## config.mk

```make
export PLATFORM = sky130hd
export DESIGN_NAME = note_lane_generator
export DESIGN_NICKNAME = d
export VERILOG_FILES = /design/src/rtl/note_gen_pkg.sv /design/src/rtl/note_lane.sv /design/src/rtl/note_lane_generator.sv
export SDC_FILE = /design/constraint.sdc
export NUM_CORES = 1
export LEC_CHECK = 0
export BUFFER_PORTS_ARGS = -buffer_cell sky130_fd_sc_hd__buf_2
export CORE_ASPECT_RATIO = 1.75
export CORE_UTILIZATION = 38
export CTS_BUF_LIST = sky130_fd_sc_hd__clkbuf_4 sky130_fd_sc_hd__clkbuf_8 sky130_fd_sc_hd__clkbuf_16
export DETAILED_ROUTE_END_ITERATION = 10
export GPL_TIMING_DRIVEN = 0
export HOLD_SLACK_MARGIN = 0.06
export PLACE_DENSITY = 0.58
export SETUP_SLACK_MARGIN = 0.05
export SLEW_MARGIN = 20
export SYNTH_ARGS = -nofsm -noshare
export SYNTH_HDL_FRONTEND = slang
export SYNTH_SLANG_ARGS = --single-unit
```

## constraint.sdc

```tcl
create_clock -name clk -period 9.69 [get_ports clk]
set_clock_uncertainty 0.1 [all_clocks]
set_input_delay 2.907 -clock clk [delete_from_list [all_inputs] [get_ports clk]]
set_output_delay 2.907 -clock clk [all_outputs]
set_load 0.1 [all_outputs]
```

## src/rtl/note_gen_pkg.sv

```systemverilog
// Shared types and helpers for the note lane generator.
//   lane_state_t : per-lane FSM encoding (IDLE, ARMED, RUN)
//   clamp_next   : next coordinate = min(cur + step, stop), evaluated wide
//                  enough that the addition can never overflow.
package note_gen_pkg;

  typedef enum logic [1:0] {
    IDLE  = 2'd0,
    ARMED = 2'd1,
    RUN   = 2'd2
  } lane_state_t;

  // Widest coordinate supported; one extra bit holds the carry of cur+step.
  localparam int MAX_W = 32;

  function automatic logic [MAX_W:0] clamp_next(input logic [MAX_W:0] cur,
                                                input logic [MAX_W:0] step,
                                                input logic [MAX_W:0] stop);
    logic [MAX_W:0] sum;
    sum = cur + step;
    return (sum > stop) ? stop : sum;
  endfunction

endpackage

```

## src/rtl/note_lane.sv

```systemverilog
// One note lane: FSM (IDLE/ARMED/RUN) plus coordinate register.
// Ports:
//   clk, reset  : clock, asynchronous active-high reset
//   tick        : step strobe
//   spawn       : launch/retrigger this lane (to ARMED at START)
//   clear       : abort this lane (to IDLE at START, no done)
//   pos         : registered coordinate
//   active      : lane is ARMED or RUN (registered state)
//   done        : registered one-cycle pulse after the lane passes STOP
//   done_set    : combinational, high when done will be set on this edge
module note_lane
  import note_gen_pkg::*;
#(
  parameter int W         = 8,
  parameter int START     = 160,
  parameter int STOP      = 176,
  parameter int STEP      = 4,
  parameter int MODE_WRAP = 1
) (
  input  logic         clk,
  input  logic         reset,
  input  logic         tick,
  input  logic         spawn,
  input  logic         clear,
  output logic [W-1:0] pos,
  output logic         active,
  output logic         done,
  output logic         done_set
);

  localparam logic [W-1:0] START_V = W'(START);
  localparam logic [W-1:0] STOP_V  = W'(STOP);

  lane_state_t  state_reg, state_next;
  logic [W-1:0] pos_reg, pos_next;
  logic         done_reg, done_next;

  always_ff @(posedge clk or posedge reset) begin
    if (reset) begin
      state_reg <= IDLE;
      pos_reg   <= START_V;
      done_reg  <= 1'b0;
    end else begin
      state_reg <= state_next;
      pos_reg   <= pos_next;
      done_reg  <= done_next;
    end
  end

  // Priority: clear > spawn > tick > hold.
  always_comb begin
    state_next = state_reg;
    pos_next   = pos_reg;
    done_next  = 1'b0;
    if (clear) begin
      state_next = IDLE;
      pos_next   = START_V;
    end else if (spawn) begin
      state_next = ARMED;
      pos_next   = START_V;
    end else if (tick) begin
      case (state_reg)
        ARMED: state_next = RUN;   // launch latency: no movement on this tick
        RUN: begin
          if (pos_reg == STOP_V) begin
            done_next  = 1'b1;
            pos_next   = START_V;
            state_next = (MODE_WRAP != 0) ? RUN : IDLE;
          end else begin
            pos_next = W'(clamp_next((MAX_W+1)'(pos_reg),
                                     (MAX_W+1)'(STEP),
                                     (MAX_W+1)'(STOP)));
          end
        end
        default: state_next = state_reg;
      endcase
    end
  end

  assign pos      = pos_reg;
  assign active   = (state_reg != IDLE);
  assign done     = done_reg;
  assign done_set = done_next;

endmodule

```

## src/rtl/note_lane_generator.sv

```systemverilog
// Multi-lane note position generator for the playfield.
// Ports:
//   clk, reset  : clock, asynchronous active-high reset
//   tick        : step strobe shared by all lanes
//   spawn[L]    : per-lane launch/retrigger
//   clear[L]    : per-lane abort
//   pos[L*W]    : lane i coordinate at [i*W +: W]
//   active[L]   : lane ARMED or RUN
//   done[L]     : one-cycle completion pulse per lane
//   done_count  : saturating total of completions
//   busy        : any lane active
module note_lane_generator
  import note_gen_pkg::*;
#(
  parameter int LANES     = 4,
  parameter int W         = 8,
  parameter int START     = 160,
  parameter int STOP      = 176,
  parameter int STEP      = 4,
  parameter int MODE_WRAP = 1,
  parameter int CNT_W     = 16
) (
  input  logic               clk,
  input  logic               reset,
  input  logic               tick,
  input  logic [LANES-1:0]   spawn,
  input  logic [LANES-1:0]   clear,
  output logic [LANES*W-1:0] pos,
  output logic [LANES-1:0]   active,
  output logic [LANES-1:0]   done,
  output logic [CNT_W-1:0]   done_count,
  output logic               busy
);

  if (!(START < STOP)) begin : g_chk_order
    $fatal(1, "note_lane_generator: START must be below STOP");
  end
  if (W < 1 || W > MAX_W) begin : g_chk_w
    $fatal(1, "note_lane_generator: W out of supported range");
  end
  if (longint'(STOP) > ((longint'(1) << W) - 1)) begin : g_chk_stop
    $fatal(1, "note_lane_generator: STOP does not fit in W bits");
  end
  if (STEP < 1) begin : g_chk_step
    $fatal(1, "note_lane_generator: STEP must be at least 1");
  end
  if (LANES < 1) begin : g_chk_lanes
    $fatal(1, "note_lane_generator: LANES must be at least 1");
  end

  localparam int PC_W  = $clog2(LANES + 1);
  localparam int SUM_W = CNT_W + PC_W;

  logic [LANES-1:0] done_set;

  for (genvar gi = 0; gi < LANES; gi++) begin : g_lane
    note_lane #(
      .W        (W),
      .START    (START),
      .STOP     (STOP),
      .STEP     (STEP),
      .MODE_WRAP(MODE_WRAP)
    ) u_lane (
      .clk     (clk),
      .reset   (reset),
      .tick    (tick),
      .spawn   (spawn[gi]),
      .clear   (clear[gi]),
      .pos     (pos[gi*W +: W]),
      .active  (active[gi]),
      .done    (done[gi]),
      .done_set(done_set[gi])
    );
  end

  // Count from the lanes' next-done bits so the counter moves on the same
  // edge that raises the done pulses.
  logic [PC_W-1:0]  pc;
  logic [SUM_W-1:0] sum;
  logic [CNT_W-1:0] done_count_reg, done_count_next;

  always_comb begin
    pc = '0;
    for (int i = 0; i < LANES; i++) begin
      pc = pc + PC_W'(done_set[i]);
    end
    sum = SUM_W'(done_count_reg) + SUM_W'(pc);
    if (sum > SUM_W'({CNT_W{1'b1}})) begin
      done_count_next = {CNT_W{1'b1}};
    end else begin
      done_count_next = CNT_W'(sum);
    end
  end

  always_ff @(posedge clk or posedge reset) begin
    if (reset) begin
      done_count_reg <= '0;
    end else begin
      done_count_reg <= done_count_next;
    end
  end

  assign done_count = done_count_reg;
  assign busy       = |active;

endmodule
```

==> run metrics <==
Crit path arrival time=6.63 ns; flops & latches, synth=52; Hold Vio Cnt, Final=0; Antenna Violating Nets Remaining=0; routed vias/inst=5.198; min Tclk post-route=6.583 ns; # H-tree levels=2; GRT Overall Usage=0.1654; Crit path top cell by count=fa_1; CTS buffer count=5; clock slew at reported path FFs=0.07 ns; post-synthesis mux area share=0.01355; max_cap viols=0; Tot Pwr=0.0004627 W; Largest register FFs=24; Detailed Routing Iterations Pass 1=4; sequential share of the synthesized area=0.4057; WHS=0.4127 ns; grt ovf=0; post-synth top area share=0.3407; Compound-Gate Fraction of Synth Area=0.1270; final worst slack=3.107 ns; Internal=0.0003369 W; adder-cell share of the synthesized area=0.09988; worst hold start=g_lane[3].u_lane.state_reg[0]$_DFFE_PP0P_; power density cells=121.0 nW/um^2; chip width=71.72 um; I/O pin cnt=68; area of the multi-input gates=1704 sq um; fin crit share=0.6794; number of synthesized flops with an enable pin=0; Die ar.=8893 sq um; Clock Path Buffers=2; Place WS=2.729 ns; synth warn=0; Mapped Avg Cell Area=9.368 sq um; hold buffers post-CTS=0; # diodes=0; wire per inst=13.48 um; FF-to-FF End=done_count[11]$_DFF_PP0_; Peak supply drop=0.00009071 V; Post-CTS Setup Inserts=0; worst slew pin tran=0.6899 ns; Worst path max stage delay=0.56 ns; final wirelength=6.889 mm; DR iter-0 viols=128; Fmax=0.1519 GHz; status=completed; largest net degree at the start of global routing=53; RSZ-0062 raised after global routing=no; CTS sink cnt=52; largest cells by area after synthesis=dfrtp_1, ha_1, dfstp_2; final instance area=3825 sq um; r2r setup slk=5.50 ns; Final nets=453; Core Region=8258 sq um; Crit. Startpoint=tick; distinct cell type count after synthesis=56; first-pass GRT wire length=11.46 mm; post-synth top area cell=dfrtp_1; sequential cell area=1311 sq um; DP Area=3671 sq um; fillers=814; Req. time, crit path=9.74 ns; fraction of layout cells with a size suffix above 1=0.2506; Simple-Gate Fraction of Synth Area=0.2203; clock power share=0.401; clk_lat worst skew=0.29 ns; Setup crit end=done_count[11]$_DFF_PP0_; DR vias=2656; crit path launch type=input pin; Cell Area, Synth=3232 sq um; crit end category=flip-flop; Post-synth top flop=dfrtp_1; initial antenna violation count=0; dpl hpwl=5.230 mm; sequential cell fraction of total power=0.476; vias in the first global route=2497; die height=124 um; Max FO, Critical Path=10; P_leak=1.913 nW; DRC Markers=0; slowest CP cell=nor4_1; Initial Util=0.3914; PostCTS Resize Cnt=0; CTS root buf=clkbuf_16; combinational family with the most area after synthesis=simple AND/OR/NAND/NOR gates; RD Place Congestion=0.8459; critical path class=in2reg; crit path cell chain=buf_2 -> clkbuf_1 -> nand2_1 -> nor4_1 -> fa_1 -> fa_1 -> fa_1 -> nand4_1 -> nor2_1 -> nand4_1 -> clkbuf_1 -> o21ai_0; cell row count=44; port buffer count=59; FFs w/ async S/R, synth=1.000; Hold Path Class=reg2reg; combinational share of power=0.123; reg2reg start=g_lane[0].u_lane.pos[4]$_DFFE_PP0P_; R2R depth=12; Sw Pwr=0.0001258 W; TritonCTS clock tree=done; slew margin rel.=0.5358; max-slew violations=0; Final setup violation count=0; Area growth syn-to-layout=18.35%; Fin Setup TNS=0 ns; Synth Instances=345; Post-Synth XOR/XNOR Area=0.05730; Sw Ratio=0.2718
## power groups by stage
| stage | Sequential, W | Combinational (W) | Clock (W) |
|---|---|---|---|
| after floorplan | 0.000225 | 0.0000471 | 0 |
| after global placement | 0.000224 | 0.0000572 | 0 |
| after detailed placement | 0.000224 | 0.0000576 | 0 |
| after CTS | 0.000220 | 0.0000577 | 0.000192 |
| after global routing | 0.000220 | 0.0000617 | 0.000198 |
| final | 0.000220 | 0.0000568 | 0.000186 |
## metal layers
layer,part of all wire,GRT usage,up-vias
met2,0.53,0.2989,58
met1,0.41,0.1821,1269
met4,0.019,0.07353,0
li1,-,-,1319
met3,0.044,0.03803,10
met5,0,0,-
## final cells by class
class / instances / share of cell area
multi-input cells: 252 / 0.4455
flip-flops and latches: 52 / 0.3428
repair buffers: 59 / 0.07720
clock buffers: 7 / 0.03827
plain buffers: 21 / 0.03696
well taps: 92 / 0.03009
inverters: 27 / 0.02715
clock inverters: 1 / 0.001963
## worst min-delay path by stage
stage	end	slack, ns	cells after the start
after global placement	g_lane[2].u_lane.state_reg[0]$_DFFE_PP0P_	0.40	2
after detailed placement	g_lane[3].u_lane.state_reg[0]$_DFFE_PP0P_	0.40	2
after CTS	g_lane[3].u_lane.state_reg[0]$_DFFE_PP0P_	0.42	2
after floorplan	g_lane[0].u_lane.state_reg[0]$_DFFE_PP0P_	0.38	2
after global routing	g_lane[3].u_lane.state_reg[0]$_DFFE_PP0P_	0.45	2
final	g_lane[3].u_lane.state_reg[0]$_DFFE_PP0P_	0.41	2
## cells in the mapped netlist, types with 4 or more instances
cell type	number
a31oi_1	5
a21oi_1	13
o21a_1	4
dfstp_2	8
and3_1	8
o21ai_0	13
nor4_1	4
inv_1	27
nor2b_1	5
ha_1	21
nor3_1	4
a22o_1	4
nand4_1	10
buf_4	16
and2_1	8
nand2b_1	4
xnor2_1	13
xor2_1	5
nand3_1	22
a21boi_0	4
dfrtp_1	44
nand2_1	37
nor2_1	19
## worst max-delay path, delay by kind of cell
family	cells	cell delay, ns
fa+ha+maj	3	1.48
compound gates	1	0.17
simple gates	5	1.19
buf+inv	3	0.86
## layout by cell type (no fill, tap or decap), types with 16 or more instances in the layout
cell type   n
inv_1      26
buf_4      16
buf_2      60
ha_1       21
nand2_1    37
dfrtp_1    44
nor2_1     19
nand3_1    22
## kinds of logic after synthesis
kind of cell	Yosys count
AND/OR/NAND/NOR	136
AO/OA/AOI/OAI	61
flip-flops	52
buffers and inverters	48
adder cells (fa/ha/maj)	24
XOR/XNOR	19
multiplexers	4
other	1
## per-stage QoR
stage	instances	utilization
after floorplan	352	-
after global placement	503	0.4442
after detailed placement	503	0.4445
after CTS	511	0.4632
after global routing	511	0.4632
final	511	0.4632
Note: power is estimated with default switching activity, not from simulation.
